--- src/rtl/gascon_pkg.sv ---
// Shared definitions for the Gascon permutation sequencer.
//   ctrl_state_t      : sequencer FSM encoding
//   GASCON_CWIDTH     : permutation state width
//   GASCON_RWIDTH     : round-index width of the single-round core
//   GASCON_MAX_ROUNDS : highest supported round count
package gascon_pkg;

    localparam int unsigned GASCON_CWIDTH     = 320;
    localparam int unsigned GASCON_RWIDTH     = 4;
    localparam int unsigned GASCON_MAX_ROUNDS = 12;

    typedef enum logic [1:0] {
        IDLE   = 2'd0,
        ARM    = 2'd1,
        RUN    = 2'd2,
        FINISH = 2'd3
    } ctrl_state_t;

endpackage

--- src/rtl/gascon_ctrl_watchdog.sv ---
// Per-round watchdog for the permutation sequencer.
//   clk, reset (async, active-low)
//   clear     : restart the count (sequencer in ARM)
//   run       : sequencer in RUN; counts one per cycle
//   core_done : round finished this cycle; suppresses expiry
//   expire    : TIMEOUT-th RUN cycle of a round passed without core_done
//   error     : sticky expiry flag, cleared only by reset
module gascon_ctrl_watchdog import gascon_pkg::*; #(
    parameter int unsigned TIMEOUT = 64
) (
    input  logic clk,
    input  logic reset,
    input  logic clear,
    input  logic run,
    input  logic core_done,
    output logic expire,
    output logic error
);

    localparam int unsigned W = $clog2(TIMEOUT + 1);

    logic [W-1:0] cnt;
    logic         err_q;

    // cnt holds the number of RUN cycles already elapsed, so the TIMEOUT-th
    // RUN cycle is the one where cnt == TIMEOUT-1.
    assign expire = run && !core_done && (cnt == W'(TIMEOUT - 1));
    assign error  = err_q;

    always_ff @(posedge clk or negedge reset) begin
        if (!reset) begin
            cnt   <= '0;
            err_q <= 1'b0;
        end else begin
            if (clear)
                cnt <= '0;
            else if (run)
                cnt <= cnt + 1'b1;
            if (expire)
                err_q <= 1'b1;
        end
    end

endmodule

--- src/rtl/gascon_perm_ctrl.sv ---
// Sequencer driving a single-round Gascon core through a full permutation.
// Latches state_in on start, then per round: ARM (core held in reset one
// cycle) followed by RUN until core_done, feeding core_cout back into the
// state register. FINISH pulses done for one cycle.
//   clk, reset (async, active-low)
//   start, nrounds, state_in : request, sampled in IDLE only
//   state_out, busy, done    : result / status
//   error                    : sticky watchdog flag (0 without the macro)
//   core_c, core_round, core_rst, core_done, core_cout : round-core link
// Optional: define GASCON_CTRL_TIMEOUT_EN to add the per-round watchdog.
module gascon_perm_ctrl import gascon_pkg::*; #(
    parameter int unsigned CWIDTH     = GASCON_CWIDTH,
    parameter int unsigned RWIDTH     = GASCON_RWIDTH,
    parameter int unsigned MAX_ROUNDS = GASCON_MAX_ROUNDS,
    parameter int unsigned TIMEOUT    = 64
) (
    input  logic              clk,
    input  logic              reset,
    input  logic              start,
    input  logic [RWIDTH-1:0] nrounds,
    input  logic [CWIDTH-1:0] state_in,
    output logic [CWIDTH-1:0] state_out,
    output logic              busy,
    output logic              done,
    output logic              error,
    output logic [CWIDTH-1:0] core_c,
    output logic [RWIDTH-1:0] core_round,
    output logic              core_rst,
    input  logic              core_done,
    input  logic [CWIDTH-1:0] core_cout
);

    // MAX_ROUNDS itself must be representable: it is the idle round index.
    if (MAX_ROUNDS < 1 || MAX_ROUNDS > (2 ** RWIDTH) - 1 || TIMEOUT < 1) begin : g_param_check
        $error("gascon_perm_ctrl: MAX_ROUNDS must fit in RWIDTH bits, TIMEOUT >= 1");
    end

    localparam logic [RWIDTH-1:0] MAX_R = RWIDTH'(MAX_ROUNDS);

    ctrl_state_t       state, state_n;
    logic [CWIDTH-1:0] state_q;
    logic [RWIDTH-1:0] cnt;
    logic [RWIDTH-1:0] first;
    logic [RWIDTH-1:0] round_idx;
    logic              last_round;
    logic              expire;

    // Rounds always end at MAX_ROUNDS-1, so the last round is the one whose
    // index plus one reaches MAX_ROUNDS; no separate round-count register.
    assign round_idx  = first + cnt;
    assign last_round = (round_idx + 1'b1) == MAX_R;

`ifdef GASCON_CTRL_TIMEOUT_EN
    gascon_ctrl_watchdog #(
        .TIMEOUT (TIMEOUT)
    ) u_watchdog (
        .clk       (clk),
        .reset     (reset),
        .clear     (state == ARM),
        .run       (state == RUN),
        .core_done (core_done),
        .expire    (expire),
        .error     (error)
    );
`else
    assign expire = 1'b0;
    assign error  = 1'b0;
`endif

    always_ff @(posedge clk or negedge reset) begin
        if (!reset) begin
            state   <= IDLE;
            state_q <= '0;
            cnt     <= '0;
            first   <= '0;
        end else begin
            state <= state_n;
            case (state)
                IDLE: if (start) begin
                    state_q <= state_in;
                    cnt     <= '0;
                    // Clamp over-long requests to the full permutation.
                    first   <= MAX_R - ((nrounds > MAX_R) ? MAX_R : nrounds);
                end
                RUN: if (core_done) begin
                    state_q <= core_cout;
                    cnt     <= cnt + 1'b1;
                end
                default: ;
            endcase
        end
    end

    always_comb begin
        state_n = state;
        case (state)
            IDLE:    if (start) state_n = (nrounds == '0) ? FINISH : ARM;
            ARM:     state_n = RUN;
            RUN: begin
                if (core_done)
                    state_n = last_round ? FINISH : ARM;
                else if (expire)
                    state_n = FINISH;
            end
            FINISH:  state_n = IDLE;
            default: state_n = IDLE;
        endcase
    end

    assign state_out  = state_q;
    assign core_c     = state_q;
    assign busy       = (state != IDLE);
    assign done       = (state == FINISH);
    assign core_rst   = (state != RUN);
    // Outside a permutation the core sees an out-of-range index.
    assign core_round = (state == ARM || state == RUN) ? round_idx : MAX_R;

endmodule

--- config.mk ---
export PLATFORM = sky130hd
export DESIGN_NAME = gascon_perm_ctrl
export DESIGN_NICKNAME = d
export VERILOG_FILES = /design/src/rtl/gascon_pkg.sv /design/src/rtl/gascon_ctrl_watchdog.sv /design/src/rtl/gascon_perm_ctrl.sv
export SDC_FILE = /design/constraint.sdc
export NUM_CORES = 1
export LEC_CHECK = 0
export BUFFER_PORTS_ARGS = -buffer_cell sky130_fd_sc_hd__buf_2
export CORE_AREA = 4 4 502 504
export CTS_CLUSTER_DIAMETER = 120
export DETAILED_ROUTE_END_ITERATION = 8
export DIE_AREA = 0 0 506 508
export GPL_ROUTABILITY_DRIVEN = 0
export PLACE_DENSITY = 0.3
export SYNTH_ARGS = -nofsm -noshare
export SYNTH_HDL_FRONTEND = slang
export SYNTH_SLANG_ARGS = --single-unit
--- constraint.sdc ---
create_clock -name clk -period 1.9 [get_ports clk]
set_input_delay 0 -clock clk [delete_from_list [all_inputs] [get_ports clk]]
set_output_delay 0 -clock clk [all_outputs]
set_load 0.03 [all_outputs]
==> impl_metrics.csv, run 1 <==
group,metric,value,unit
clocking,clock-sinks,330,
power,power.switching_fraction,54.5,%
sta,setup_total_negative_slack,-28.73,ns
die,initial_utilization,7.21,%
critical_path,reg2regPathDepth,12,
synth,asyncSetResetFlopFracSynth,100,%
finish,area.growth.synth_to_final,120,%
sta,fmax,475,MHz
synth,yosys_most_used_dff,"dfrtp_1",
sta,layout_min_cycle_time,2.11,ns
clocking,cts_max_path_buffers,3,
power,clock_share_of_power,10.9,%
die,dieWidth,506,µm
min_path,worst_hold_path_type,"in2async",
die,core_region_area,0.248,mm²
drt,post-route-drc-count,0,
critical_path,startpoint,"first[2]$_DFFE_PN0P_",
critical_path,cp-endpoint,"core_round[3]",
synth,syn_nets,2442,
critical_path,critical_path_arrival,2.11,ns
global_route,antenna_found_initial,101,
drt,first_pass_iters,5,
synth,yosysTopAreaCellShare,46.2,%
global_route,first_global_vias,21600,
finish,layout.nets,4253,
run_status,run_status,"complete, but fails checks",
clocking,tritoncts,"built",
flow_run,cap_viol_max_count,0,
critical_path,critical_path.endpoint_type,"output port",
sta,setup_repair_after_global_routing_missed_its_margin,"yes",
drt,routed_via_density,3.01,
clocking,cts_made_buffers,49,
synth,synth_seq_area_share,46.2,%
place,detailedPlacementHpwl,145000,µm
sta,count_of_final_hold_check_violations,0,
critical_path,worstPathRequired,1.90,ns
place,number_of_input_and_output_port_buffers_inserted,1294,
power,cellInternalPower,40000,µW
run_status,violated_checks,"negative setup slack",
power,cellPowerDensity,2240,mW/mm²
synth,syn_area,0.0179,mm²
synth,ys_types,33,
global_route,grt_first_pass_wirelength,221000,µm
critical_path,path_max_fanout,3,
clocking,clk_pin_slew,0.06,ns
drt,detail-route-antenna-nets,0,
drt,drt-total-wl,180000,µm
clocking,clk_latency,0.66,ns
critical_path,critical_path_class,"reg2out",
sta,final-setup-viol-count,303,
synth,syn_avg_cell_area,10.0,µm²
drt,vias,21100,
power,p_leak,0.0166,µW
synth,synthTopCellsByArea,"dfrtp_1 (46%), mux2i_1 (18%), buf_4 (14%)",
sta,skew,0.0301,ns
power,ir_worst_vdd,1050,µV
synth,synth.largest_area_cell,"dfrtp_1",
clocking,cts_root_buf,"clkbuf_16",
finish,fin_util,15.9,%
synth,yosysWarnings,0,
drt,wire_per_inst,25.7,µm
synth,ys_seq_elements,330,
global_route,maximum_number_of_pins_on_one_net_before_global_route_repair,68,
power,p_comb_share,71.8,%
finish,fraction_of_layout_instances_using_a_drive_strength_above_1,52.4,%
critical_path,r2r_end,"core_c[152]$_DFFE_PN0P_",
critical_path,setup.worst_path.start_class,"flop",
drt,dr.first_iter.drc_count,867,
die,die_area,0.257,mm²
die,fp-row-count,183,
die,io_pins,1296,
power,p_sw,47900,µW
sta,final_min_period_over_clock_period,111,%
global_route,grt_overflow,0,
critical_path,ff2ff_setup_slack,-0.19,ns
sta,final_critical_path_setup_slack,-0.207,ns
clocking,h-tree-depth,2,
synth,syn_inst,1784,
power,power.sequential.fraction,17.4,%
critical_path,r2r-start,"state[1]$_DFFE_PN0P_",
sta,slew_viol_final,0,
synth,synth_edf_count,0,
die,chipHeight,508,µm
global_route,overall_global_routing_usage,13.1,%
==> cell usage in the layout (no fill, tap or decap), types with 4 or more instances in the layout <==
cell and instances:
a21oi_1 185, a21oi_2 137, buf_12 59, buf_16 39
buf_2 1289, buf_4 82, buf_6 18, buf_8 20
bufbuf_16 6, clkbuf_1 12, clkbuf_16 76, clkbuf_8 14
clkinvlp_4 4, dfrtp_1 329, diode_2 28, dlygate4sd3_1 651
ha_1 4, ha_4 5, mux2i_1 318, nand2_1 9
nor2_1 198, nor2_2 23, nor2_4 106
==> synth_stat cells (2+ instances only) <==
master   instances
nand3_1          4
o21ai_0          3
ha_1             9
and2_1           2
a21oi_1        323
xnor2_1          4
inv_1            5
dfrtp_1        330
buf_6           27
mux2i_1        321
buf_2           67
nand2_1          9
nor2_1         327
buf_4          334
==> routing by layer <==
metal / track usage (%) / wire, µm / up-vias
met5: 0 / 450 / -
met1: 15.6 / 72900 / 10200
met2: 20.9 / 81000 / 1112
met3: 6.80 / 21500 / 239
li1: - / - / 9439
met4: 2.71 / 3930 / 76
==> power by group through the flow <==
stage                     registers (µW)  logic [µW]  clock network (µW)
after floorplan                    19900       24500                   0
after global placement             14700       45700                   0
after detailed placement           14800       45700                   0
after CTS                          14700       58100               10100
after global routing               15800       66700               10200
final                              15200       63000                9570
==> how the worst min path moves through the flow <==
stage               slack, ns  cells past startpoint                 endpoint
finish                    0.1                      3  core_c[116]$_DFFE_PN0P_
global route             0.08                      3  core_c[156]$_DFFE_PN0P_
CTS                      0.05                      3  core_c[156]$_DFFE_PN0P_
detailed placement      -0.03                      1  core_c[177]$_DFFE_PN0P_
global placement        -0.06                      1  core_c[116]$_DFFE_PN0P_
floorplan               -0.30                      0       cnt[0]$_DFFE_PN0P_
==> logic make-up (layout without fill, tap and decap cells) <==
kind of cell,count (synthesis),after routing,synth area share [%]
DFF,330,330,46.2
adders and majority gates,10,10,0.742
xor gates and xnor gates,5,5,0.245
AOI/OAI and AO/OA,331,331,9.37
other,1,29,0.0210
buffers and inverters,434,2283,17.7
and+or+nand+nor,351,351,7.63
muxes,322,322,18.0
==> state kept, by name, indices dropped and copies added (netlist names) <==
name	flops
cnt	4
first	4
core_c	320
state	2
==> what timing repair did <==
action                                 4_1_cts  5_1_grt
endpoints found under the hold margin      660        0
pin swaps                                    4        5
cloned                                      44       25
setup buffers                               47       21
resized for setup                          138      449
hold buffers                               652        0
setup endpoints to repair                  320      328
==> layout make-up <==
| cell class | count | area, µm² |
|---|---|---|
| Multi-Input combinational cell | 1020 | 7940 |
| Clock inverter | 12 | 139 |
| Fill cell | 28000 | 208000 |
| Timing Repair Buffer | 2189 | 17200 |
| Tap cell | 3330 | 4170 |
| Antenna cell | 28 | 70.1 |
| Clock buffer | 77 | 1510 |
| Sequential cell | 330 | 8260 |
| Inverter | 5 | 18.8 |
==> stage by stage <==
stage	hold WS (ns)	instance area [µm²]	std cells	total power, µW	worst slack [ns]
floorplan	-0.296	17900	1784	44400	0.130
global placement	-0.0624	26500	6099	60400	-0.173
detailed placement	-0.0309	26500	6099	60500	-0.203
CTS	0.0507	37100	6930	82900	-0.311
global route	0.0762	39200	6977	92700	-0.307
finish	0.0968	39300	6991	87800	-0.207
==> critical path, cell delays in order (launching register included) <==
cell and delay, ns:
dfrtp_1 0.41, ha_4 0.31, nand3_4 0.08, and3_4 0.15, or3b_4 0.36, buf_6 0.15
(Power assumes the default switching activity.)
==> inputs of run 2 (changes only) <==
--- a/constraint.sdc
+++ b/constraint.sdc
@@ -3,2 +3,2 @@
 set_output_delay 0 -clock clk [all_outputs]
-set_load 0.03 [all_outputs]
+set_load 0.005 [all_outputs]
==> run 2 against run 1 <==
Against the previous run: the run still ends with negative setup slack left; via count rose by 0.97%; global-route usage fell by 0.087 points; worst hold slack got worse by 0.011 ns; fmax rose by 1.2%.
==> impl_metrics.csv, run 2 (synthesized netlist as in run 1, its figures left out) <==
group,metric,value,unit
sta,final_critical_path_setup_slack,-0.183,ns
finish,most_common_cell_after_layout_fill_and_taps_aside,"buf_2",
drt,routed_via_density,3.04,
drt,drt-total-wl,183000,µm
critical_path,critical_path.endpoint_type,"output port",
global_route,maximum_number_of_pins_on_one_net_before_global_route_repair,68,
drt,first_pass_iters,5,
clocking,tritoncts,"built",
die,core_region_area,0.248,mm²
power,p_leak,0.0167,µW
power,cellPowerDensity,1940,mW/mm²
clocking,clock-sinks,330,
drt,wire_per_inst,26.2,µm
place,pre_cts_slack,-0.203,ns
power,ir_worst_vdd,785,µV
global_route,grt_overflow,0,
drt,post-route-drc-count,0,
place,post_dp_cell_area,0.0265,mm²
drt,dr.first_iter.drc_count,820,
critical_path,critical_path_class,"reg2out",
clocking,cts_max_path_buffers,3,
die,dieWidth,506,µm
sta,final-setup-viol-count,320,
place,number_of_input_and_output_port_buffers_inserted,1294,
run_status,violated_checks,"negative setup slack",
sta,setup_repair_after_global_routing_missed_its_margin,"yes",
clocking,clk_latency,0.67,ns
die,die_area,0.257,mm²
clocking,clk_pin_slew,0.06,ns
run_status,run_status,"complete, but fails checks",
place,detailedPlacementHpwl,145000,µm
finish,most-common-layout-cells,"buf_2 (1,290), dlygate4sd3_1 (651), dfrtp_1 (329)",
drt,detail-route-antenna-nets,0,
global_route,antenna_found_initial,101,
global_route,overall_global_routing_usage,13.0,%
sta,final_min_period_over_clock_period,110,%
min_path,worst_hold_path_type,"in2async",
critical_path,path_max_fanout,3,
clocking,cts_made_buffers,49,
global_route,grt_first_pass_wirelength,220000,µm
sta,slew_viol_final,0,
sta,fmax,480,MHz
finish,largest_register_ff_count,320,
die,io_pins,1296,
clocking,h-tree-depth,2,
sta,setup_total_negative_slack,-31.28,ns
finish,fraction_of_layout_instances_using_a_drive_strength_above_1,59.1,%
finish,area.growth.synth_to_final,127,%
global_route,first_global_vias,21500,
sta,layout_min_cycle_time,2.08,ns
critical_path,worstPathRequired,1.90,ns
flow_run,cap_viol_max_count,0,
finish,postLayoutCellArea,0.0406,mm²
power,total_power,78900,µW
finish,layout.nets,4254,
sta,count_of_final_hold_check_violations,0,
drt,vias,21300,
die,fp-row-count,183,
critical_path,critical_path_arrival,2.08,ns
critical_path,setup.worst_path.start_class,"flop",
sta,skew,0.0323,ns
clocking,cts_root_buf,"clkbuf_16",
die,initial_utilization,7.21,%
die,chipHeight,508,µm
[run 2: worst max-delay path, stage by stage (launching register included)]
cell and delay [ns]:
dfrtp_1 0.41, ha_4 0.28, a21oi_4 0.15, a21oi_2 0.08, or3b_4 0.40, buf_6 0.13
[run 2: routing by layer]
| layer | GRT usage, % | part of all wire (%) | up-vias |
|---|---|---|---|
| li1 | - | - | 9438 |
| met5 | 0 | 0.24 | - |
| met3 | 6.90 | 12 | 241 |
| met4 | 2.72 | 2.3 | 74 |
| met1 | 15.4 | 40 | 10400 |
| met2 | 20.7 | 45 | 1083 |
[run 2: timing repair]
action | CTS | global route
endpoints found under the hold margin | 660 | 0
hold buffers | 652 | 0
gates resized for setup | 131 | 803
pin swaps | 7 | 5
setup endpoints to repair | 319 | 319
gates cloned | 37 | 47
buffers inserted | 41 | 24
[run 2: final timing paths]
kind | startpoint | slack [ns] | to | cells after the start
max | cnt[2]$_DFFE_PN0P_ | -0.18 | core_round[3] | 5
max in group asynchronous | reset | 1.28 | cnt[1]$_DFFE_PN0P_ | 3
min | reset | 0.09 | core_c[116]$_DFFE_PN0P_ | 3
max reg2reg | state[1]$_DFFE_PN0P_ | -0.18 | core_c[144]$_DFFE_PN0P_ | 11
min reg2reg | core_c[293]$_DFFE_PN0P_ | 0.55 | core_c[293]$_DFFE_PN0P_ | 2
min in group clk | state_in[268] | 0.19 | core_c[268]$_DFFE_PN0P_ | 4
[run 2: through the flow]
stage / utilization, % / instances / hold WS, ns
floorplan: - / 1784 / -0.296
global placement: 10.7 / 6099 / -0.0624
detailed placement: 10.7 / 6099 / -0.0309
CTS: 14.8 / 6917 / 0.0507
global route: 16.4 / 6978 / 0.0769
finish: 16.4 / 6997 / 0.0856
[run 2: final cells by class]
type	count	area (µm²)
diodes	33	82.6
clock buffers	77	1510
clock inverters	12	139
fillers	27800	207000
inverters	5	18.8
multi-input cells	1020	9250
flip-flops and latches	330	8260
well taps	3330	4170
repair buffers	2190	17200
[run 2: power breakdown]
part	internal [µW]	leakage (µW)	switching, µW
registers	10700	0.00365	4990
logic	24700	0.0123	28900
clock network	5710	0.000798	3870
total	41100	0.0167	37800
==> inputs of run 3 (changes only) <==
- GPL_ROUTABILITY_DRIVEN: 0 -> default
- PLACE_DENSITY: 0.3 -> 0.31
==> run 3 against run 2 <==
Against the previous run: the run still ends with negative setup slack left; non-clock buffer count fell by 33; first-iteration DRC count rose by 39%; worst setup slack got worse by 0.049 ns; utilization fell by 1.4 points; clock skew fell by 0.0099 ns; sequential share of layout area rose by 2.0 points; design area fell by 8.8%; clock-buffer cell count fell by 7; sequential cell count did not move; critical path type unchanged; highest routed layer unchanged.
==> impl_metrics.csv, run 3 (synthesized netlist as in run 1, its figures left out) <==
group,metric,value,unit
clocking,clk_pin_slew,0.06,ns
drt,post-route-drc-count,0,
critical_path,worstPathRequired,1.90,ns
die,io_pins,1296,
flow_run,cap_viol_max_count,0,
sta,count_of_final_hold_check_violations,0,
finish,postLayoutCellArea,0.0371,mm²
sta,layout_min_cycle_time,2.13,ns
clocking,cts_made_buffers,48,
power,total_power,66800,µW
critical_path,ff2ff_setup_slack,-0.20,ns
place,gp_congestion,0.897,
die,dieWidth,506,µm
die,chipHeight,508,µm
critical_path,setup.worst_path.start_class,"flop",
finish,fillCellCount,28100,
critical_path,critical_path_class,"reg2out",
drt,wire_per_inst,25.2,µm
drt,first_pass_iters,5,
drt,detail-route-antenna-nets,0,
place,detailedPlacementHpwl,145000,µm
global_route,maximum_number_of_pins_on_one_net_before_global_route_repair,62,
drt,drt-total-wl,176000,µm
global_route,antenna_found_initial,105,
finish,most-common-layout-cells,"buf_2 (1,289), dlygate4sd3_1 (649), dfrtp_1 (328)",
finish,fin_util,15.0,%
power,p_leak,0.0160,µW
finish,layout.nets,4220,
sta,setup_repair_after_global_routing_missed_its_margin,"yes",
die,core_region_area,0.248,mm²
min_path,worst_hold_path_type,"in2async",
run_status,run_status,"complete, but fails checks",
finish,largest_register_ff_count,320,
sta,final_critical_path_setup_slack,-0.232,ns
global_route,grt_overflow,0,
global_route,overall_global_routing_usage,12.7,%
clocking,clk_latency,0.64,ns
finish,area.growth.synth_to_final,107,%
sta,skew,0.0225,ns
place,number_of_input_and_output_port_buffers_inserted,1294,
critical_path,critical_path.endpoint_type,"output port",
global_route,first_global_vias,21300,
drt,vias,20500,
die,initial_utilization,7.21,%
sta,final_min_period_over_clock_period,112,%
sta,setup_total_negative_slack,-30.37,ns
place,pre_cts_slack,-0.110,ns
clocking,clock-sinks,330,
clocking,cts_root_buf,"clkbuf_16",
place,post_dp_cell_area,0.0266,mm²
run_status,violated_checks,"negative setup slack",
clocking,tritoncts,"built",
sta,slew_viol_final,0,
die,die_area,0.257,mm²
power,cellPowerDensity,1800,mW/mm²
power,ir_worst_vdd,874,µV
critical_path,reg2regPathDepth,10,
critical_path,path_max_fanout,3,
sta,final-setup-viol-count,321,
global_route,grt_first_pass_wirelength,216000,µm
drt,routed_via_density,2.95,
die,fp-row-count,183,
finish,fraction_of_layout_instances_using_a_drive_strength_above_1,44.7,%
critical_path,critical_path_arrival,2.13,ns
finish,most_common_cell_after_layout_fill_and_taps_aside,"buf_2",
sta,fmax,469,MHz
drt,dr.first_iter.drc_count,1140,
clocking,cts_max_path_buffers,3,
clocking,h-tree-depth,2,
## run 3: final cells by class
type	count	area (µm²)	share of cell area (%)
Antenna cell	35	87.6	0.236
Clock buffer	70	1420	3.82
Clock inverter	11	93.8	0.253
Inverter	5	18.8	0.0507
Multi-Input combinational cell	1020	6560	17.7
Sequential cell	330	8260	22.3
Tap cell	3330	4170	11.2
Timing Repair Buffer	2157	16400	44.4
## run 3: per-layer routing
layer | share of wire (%) | wire length, µm | track usage (%) | vias up
met3 | 13 | 22100 | 6.88 | 226
met4 | 2.5 | 4310 | 3.03 | 74
met5 | 0.24 | 415 | 0 | -
met1 | 41 | 72400 | 15.4 | 9729
li1 | - | - | - | 9346
met2 | 44 | 76400 | 19.6 | 1122
## run 3: what timing repair did
item                       in CTS  in global routing
gates cloned                   25                 29
pin swaps                       9                  5
gates resized for setup        95                 64
buffers inserted               34                 18
hold buffers                  650                  0
hold endpoints to repair      660                  0
setup endpoints to repair     296                332
## run 3: path summary, 6_finish.rpt
path / end / startpoint
worst max-delay path: core_round[3] / first[2]$_DFFE_PN0P_
worst min-delay path: core_c[38]$_DFFE_PN0P_ / reset
worst max register to register: core_c[136]$_DFFE_PN0P_ / state[1]$_DFFE_PN0P_
worst min register to register: first[3]$_DFFE_PN0P_ / first[3]$_DFFE_PN0P_
max in group asynchronous: core_c[200]$_DFFE_PN0P_ / reset
min in group clk: first[3]$_DFFE_PN0P_ / nrounds[3]
## run 3: power by group
part	internal (µW)	leakage, µW	switching [µW]
Combinational	19600	0.0117	23400
Clock	5230	0.000734	3690
Sequential	10800	0.00365	4120
## run 3: worst max-delay path, stage by stage (launching register included)
cell	delay (ns)
dfrtp_1	0.43
ha_4	0.32
a21oi_4	0.06
and3_4	0.17
or3b_4	0.39
buf_6	0.14
## run 3: stage by stage
stage	hold slack, ns	cells
2_1_floorplan	-0.296	1784
3_3_place_gp	0.000927	6098
3_5_place_dp	-0.00110	6098
4_1_cts	0.0673	6887
5_1_grt	0.0875	6939
6_report	0.122	6958
